`src/rtl/opcode_pkg.sv`:
```
// Shared types and widths for the accumulator opcode processor.
// The opcode map is fully decoded: all 16 encodings are defined.
package opcode_pkg;

    localparam int DATA_W = 8;
    localparam int OPC_W  = 4;

    typedef enum logic [OPC_W-1:0] {
        OPC_NOP  = 4'h0,
        OPC_LOAD = 4'h1,
        OPC_ADD  = 4'h2,
        OPC_SUB  = 4'h3,
        OPC_AND  = 4'h4,
        OPC_OR   = 4'h5,
        OPC_XOR  = 4'h6,
        OPC_NOT  = 4'h7,
        OPC_SHL  = 4'h8,
        OPC_SHR  = 4'h9,
        OPC_ROL  = 4'hA,
        OPC_ROR  = 4'hB,
        OPC_INC  = 4'hC,
        OPC_DEC  = 4'hD,
        OPC_CLR  = 4'hE,
        OPC_SWAP = 4'hF
    } opcode_e;

endpackage

```
`src/rtl/opcode_alu.sv`:
```
// Combinational next-accumulator function.
// All arithmetic wraps modulo 2**DATA_W, and no flags are produced.
module opcode_alu
    import opcode_pkg::*;
(
    input  logic [OPC_W-1:0]  opcode,
    input  logic [DATA_W-1:0] acc,
    input  logic [DATA_W-1:0] data,
    output logic [DATA_W-1:0] next_acc
);

    always_comb begin
        // NOTE: the default-first assignment guarantees next_acc is driven on every path, so no latch is inferred.
        next_acc = acc;
        case (opcode_e'(opcode))
            OPC_NOP:  next_acc = acc;
            OPC_LOAD: next_acc = data;
            OPC_ADD:  next_acc = acc + data;
            OPC_SUB:  next_acc = acc - data;
            OPC_AND:  next_acc = acc & data;
            OPC_OR:   next_acc = acc | data;
            OPC_XOR:  next_acc = acc ^ data;
            OPC_NOT:  next_acc = ~acc;
            OPC_SHL:  next_acc = {acc[DATA_W-2:0], 1'b0};
            OPC_SHR:  next_acc = {1'b0, acc[DATA_W-1:1]};
            OPC_ROL:  next_acc = {acc[DATA_W-2:0], acc[DATA_W-1]};
            OPC_ROR:  next_acc = {acc[0], acc[DATA_W-1:1]};
            OPC_INC:  next_acc = acc + 1'b1;
            OPC_DEC:  next_acc = acc - 1'b1;
            OPC_CLR:  next_acc = '0;
            OPC_SWAP: next_acc = {acc[DATA_W/2-1:0], acc[DATA_W-1:DATA_W/2]};
            default:  next_acc = acc;
        endcase
    end

endmodule

```
`src/rtl/opcode_processor.sv`:
```
// Accumulator register for the opcode processor; result is the flop output.
// rst_n keeps its historical name but is active-high: 1 clears the accumulator.
module opcode_processor
    import opcode_pkg::*;
(
    input  logic              clk,
    input  logic              rst_n,
    input  logic [OPC_W-1:0]  opcode,
    input  logic [DATA_W-1:0] data,
    output logic [DATA_W-1:0] result
);

    logic [DATA_W-1:0] acc;
    logic [DATA_W-1:0] next_acc;

    opcode_alu u_alu (
        .opcode   (opcode),
        .acc      (acc),
        .data     (data),
        .next_acc (next_acc)
    );

    always_ff @(posedge clk or posedge rst_n) begin
        // NOTE: sequential state uses non-blocking assignment so every flop samples pre-edge values.
        if (rst_n) begin
            acc <= '0;
        end else begin
            acc <= next_acc;
        end
    end

    assign result = acc;

endmodule

```
`config.mk`:
```
export PLATFORM = sky130hd
export DESIGN_NAME = opcode_processor
export DESIGN_NICKNAME = d
export VERILOG_FILES = /design/src/rtl/opcode_pkg.sv /design/src/rtl/opcode_alu.sv /design/src/rtl/opcode_processor.sv
export SDC_FILE = /design/constraint.sdc
export NUM_CORES = 1
export LEC_CHECK = 0
export CAP_MARGIN = 15
export CELL_PAD_IN_SITES_DETAIL_PLACEMENT = 0
export CELL_PAD_IN_SITES_GLOBAL_PLACEMENT = 2
export CORE_MARGIN = 2
export CORE_UTILIZATION = 29
export CTS_CLUSTER_DIAMETER = 120
export DETAILED_ROUTE_END_ITERATION = 6
export PLACE_DENSITY = 0.79
export RECOVER_POWER = 25
export SETUP_SLACK_MARGIN = 0.02
export SYNTH_ARGS = -nofsm -noshare
export SYNTH_HDL_FRONTEND = slang
export SYNTH_SLANG_ARGS = --single-unit
```
`constraint.sdc`:
```
create_clock -name clk -period 2.1 [get_ports clk]
set_input_delay 0.21 -clock clk [delete_from_list [all_inputs] [get_ports clk]]
set_output_delay 0.21 -clock clk [all_outputs]
set_load 0.005 [all_outputs]
```
Yosys cells after proc, flatten, opt, wreduce, memory -nomap -nowiden
Index checks and enable logic that the tools add are counted.
W data, S select, Z words.

word-level totals
  output and inout bits = 8
  register bits after elaboration = 8
  logic and storage cells = 26
  bits of input ports = 14

operators by class
  bitwise gates (word level) = 4
  equality and inequality tests = 15
  multiplexer cells = 1
  $add $sub $neg = 4
  reduce and logical (&&, ||, !) cells = 1

operators with widths
  cell                   number
  $pmux W8 S15           1
  $eq A4 B4 Y1 const B   8
  $eq A4 B3 Y1 const B   4
  $add A8 B1 Y8 const B  1
  $add A8 B8 Y8          1
  $and A8 B8 Y8          1
  $eq A4 B2 Y1 const B   2
  $not A8 Y8             1
  $or A8 B8 Y8           1
  $sub A8 B1 Y8 const B  1
  $sub A8 B8 Y8          1
  $xor A8 B8 Y8          1
  $eq A4 B1 Y1 const B   1
  $logic_not A4 Y1       1

Logic depth before layout (Yosys ltp)
Gate-level depths: netlist of the first run.

  depth after elaboration = 2
  gate-level depth with buffers = 15
  mapped depth without buffers = 14

Hierarchy
A second synthesis of the first run with hierarchy kept.

unflattened totals
  cell total of the unflattened synthesis = 279
  area, all modules = 1,948.1 sq um

by module, submodules not included
  module            cells an instance  sequential area each (sq um)  area each (sq um)  times used
  opcode_alu        270                0.0                           1,744.2            1
  opcode_processor  9                  200.2                         203.9              1

Worst setup path before layout of the first run
No wires, ideal clock.

  path kind = input port to flip-flop
  from = input port opcode[0]
  to = register acc[5] (netlist: result[5])
  library setup time = 87 ps
  setup slack = -489 ps
  path buffers = 3
  arrival = 2,502 ps
  required time = 2,013 ps
  stages = 12
  cells stage by stage = buf_2 buf_2 buf_2 o21ai_0 a41oi_1 ha_1 nor2b_1 o31a_1 o21a_1 o21ai_1 or3b_1 a22oi_1

on the way
  cells in the longest elaborated chain, start to end = 2
  elaborated cells on any way between the ends = 17
  those cells by class = eq/ne (15); mux (1); reduce/logical (1)

RTL lines
  what                                  RTL line                source
  start: declaration                    opcode_processor.sv:8   input logic [OPC_W-1:0] opcode,
  $eq A4 B4 Y1 (tied with other cells)  opcode_alu.sv:15        case (opcode_e'(opcode))
  $pmux W8 S15                          opcode_alu.sv:15
  end signal: assignment                opcode_processor.sv:28  acc <= next_acc;
  end: declaration                      opcode_processor.sv:13  logic [DATA_W-1:0] acc;

Several ways; a longest one is shown, not always the timed one.
A chain may end at the register's enable or synchronous reset.

Worst setup path in the final report of the first run
  from = input port opcode[3]
  to = register acc[5] (netlist: result[5])

The elaborated chain is that of the path after synthesis.

==> results of run 1 <==
[logic make-up (layout without fill, tap and decap cells)]
kind of cell	Yosys count	count (layout)	share of synthesized area
muxes	9	9	0.0478
adders and majority gates	25	25	0.163
and+or+nand+nor	92	92	0.236
xor gates and xnor gates	3	3	0.0134
AOI/OAI and AO/OA	104	104	0.340
DFF	8	8	0.102
buffers and inverters	39	123	0.0981
[stage by stage]
stage,cells,setup slack (ns),hold WS [ns],utilization
after detailed placement,429,-1.00,0.495,0.425
after floorplan,280,-0.381,0.0257,-
after global routing,441,-0.328,0.405,0.472
after global placement,429,-0.972,0.492,0.425
final,441,-0.222,0.390,0.472
after CTS,436,-0.294,0.258,0.452
[final cells by class]
type | instances | area share
timing repair buffer | 101 | 0.274
multi-input combinational | 233 | 0.589
tap | 77 | 0.0316
clock buffer | 3 | 0.0136
sequential | 8 | 0.0657
inverter | 19 | 0.0259
[placed cells by master, fill, tap and decap left out, types with 3 or more instances in the layout]
cell             Yosys  final
clkbuf_8             0      3
nor2b_1              5      4
inv_4                0      3
mux2_2               3      3
clkdlybuf4s50_1      0     10
mux2i_1              6      6
nand2b_1             7      5
a22o_1               3      3
o21ai_1              3     10
nor2_1              21     19
a31oi_1              5      5
a22oi_1              5      5
nor3_2               0      5
o21ai_0             24     15
buf_6                3     13
o21a_1               3      3
a221oi_2             0      4
a21oi_1             33     29
inv_1               19     15
nand3_1             13     11
buf_4                3     72
dfrtp_1              8      8
ha_1                24     20
nand2_1             24     22
[layer usage]
metal	vias to the layer above	wire length (um)	GRT usage
li1	1202	-	-
met1	1151	3590	0.308
met2	51	3630	0.349
met3	4	393	0.0105
met4	0	46	0.0298
met5	-	0	0
[final timing paths]
kind                                  startpoint                     to  slack [ns]  cells past startpoint
hold reg to reg            result[4]$_DFFE_PP0P_  result[4]$_DFFE_PP0P_        0.68                      2
setup reg to reg           result[0]$_DFFE_PP0P_  result[6]$_DFFE_PP0P_       -0.08                     10
hold / removal                             rst_n  result[0]$_DFFE_PP0P_        0.39                      2
min in group clk                         data[1]  result[1]$_DFFE_PP0P_        0.44                      4
setup / recovery                       opcode[3]  result[5]$_DFFE_PP0P_       -0.22                     13
max in group asynchronous                  rst_n  result[3]$_DFFE_PP0P_        1.46                      2
[power by group through the flow]
stage	logic, W	registers, W	clock network [W]
after floorplan	0.000638	0.000275	0
after global placement	0.00119	0.000263	0
after detailed placement	0.00120	0.000264	0
after CTS	0.00126	0.000264	0.000188
after global routing	0.00149	0.000270	0.000194
final	0.00135	0.000263	0.000181
[repair_timing]
item,CTS,global route
pin swaps,25,23
buffers inserted,4,5
endpoints found under the setup margin,7,6
gates resized for setup,59,25
==> impl_metrics.py, run 1 <==
metrics = {
    "outcome": {
        "status": "complete, but fails checks",
        "violations": "setup timing",
    },
    "cts": {
        "cts_buffer_depth": 2,
        "postCtsHoldBufs": 0,
        "htreeDepth": 1,
        "cts_inserted_buffers": 3,
        "clkTransAtPathRegs_ns": 0.04,
        "cts_tree": "yes",
        "cts_root_buf": "clkbuf_8",
        "clkSinkCount": 8,
        "clock_latency_ns": 0.22,
    },
    "synthesis": {
        "synth_edf_count": 0,
        "ys_seq_area_frac": 0.102,
        "syn-num-nets": 319,
        "synth_area_leaders": "ha_1 15%, dfrtp_1 10%, a21oi_1 8.4%, o21ai_0 6.1%, nand2_1 4.6%",
        "async_flop_share": 1.00,
        "syn_inst": 280,
        "synth_commonest_cells": "33 x a21oi_1, 24 x ha_1, 24 x nand2_1, 24 x o21ai_0, 21 x nor2_1",
        "yosys_warnings": 0,
        "syn_avg_cell_area_um2": 7.02,
        "yosysUniqueCellTypes": 55,
        "synth-seq-cells": 8,
        "synth_top_area_cell": "ha_1",
        "netlist_area_um2": 1960,
        "synth_flop_cell": "dfrtp_1",
        "synth_top_area_frac": 0.153,
        "yosysMostFrequentCell": "a21oi_1",
    },
    "route": {
        "drt-pass1-iter-count": 4,
        "via_per_inst": 5.46,
        "ant_nets": 0,
        "detail_route.wl_per_cell_um": 17.4,
        "drt-total-wl_um": 7660,
        "drc": 0,
        "drt-initial-drc-count": 135,
        "via_count": 2408,
    },
    "global_routing": {
        "grt_pass1_vias": 2301,
        "grt_pass1_wl_um": 12400,
        "grt_max_degree": 25,
        "antenna_found_initial": 0,
        "grt_use_total": 0.210,
        "grt_overflow": 0,
    },
    "layout": {
        "fillers": 650,
        "seq_area_um2": 200,
        "nets": 405,
        "largest_reg_flops": 8,
        "layout-drive-gt1-share": 0.379,
        "multi_input_area_um2": 1790,
        "num_antenna_cells": 0,
        "syn_to_final_growth_pct": 55.1,
        "design_area_um2": 3050,
    },
    "timing": {
        "max_slew_margin": 0.444,
        "fin_crit_sh": 1.11,
        "clock_skew_ns": 0.000550,
        "max_freq_mhz": 431,
        "hold_viol": 0,
        "tns_ns": -0.637,
        "fin_crit_ns": 2.32,
        "timing.final.ws_setup_ns": -0.222,
        "rsz0062_at_grt": "true",
        "worstMarginPinSlew_ns": 0.827,
        "maxSlewViolCount": 0,
        "setup_viol": 4,
    },
    "power_and_ir_drop": {
        "switching_share": 0.433,
        "switchingPower_w": 0.000779,
        "comb_power_share": 0.753,
        "p_int_w": 0.00102,
        "ir_drop_v": 0.000478,
        "power_density_nw_per_um2": 590,
        "seqPwrFrac": 0.146,
        "pwr-share-clk": 0.101,
        "p_total_w": 0.00180,
        "p_leak_nw": 1.38,
    },
    "placement": {
        "routabilityCongestion": 0.911,
        "port_buffers": 21,
        "placed_area_um2": 2750,
        "dp_hpwl_um": 5930,
    },
    "setup_path": {
        "crit_top_cell": "o21a_1",
        "critPathLaunchType": "input pin",
        "crit_path_end_kind": "flop",
        "crit_chain": "buf_6 -> and3b_2 -> buf_4 -> nor2_1 -> o22ai_1 -> a21oi_1 -> ha_1 -> o21a_1 -> o31a_1 -> o21a_1 -> o21ai_1 -> or3b_1 -> a22oi_1",
        "critPathArrivalTime_ns": 2.46,
        "crit_required_ns": 2.24,
        "path_delay_family": "compound AO/OA/AOI/OAI gates",
        "worstSetupPathType": "input pin to flop",
        "slowest_delay_ns": 0.36,
        "cp_max_fo": 4,
        "crit_buf_inv": 2,
        "cp_slowest_cell": "or3b_1",
    },
    "floorplanning": {
        "pin_count": 22,
        "die-width_um": 86.3,
        "core_area_um2": 6460,
        "die_area_um2": 7450,
        "rows": 29,
        "die_h_um": 86.3,
        "start_util": 0.304,
    },
    "job": {
        "maxCapViolations": 0,
    },
    "hold_path": {
        "min_path_type": "input pin to asynchronous set/reset pin",
    },
}
Note: power is estimated with default switching activity, not from simulation.
==> run 2: changes to the inputs <==
- ABC_CLOCK_PERIOD_IN_PS: not set -> 2100
==> results of run 2 <==
Final layout, timing and power as in run 1 (identical DEF).
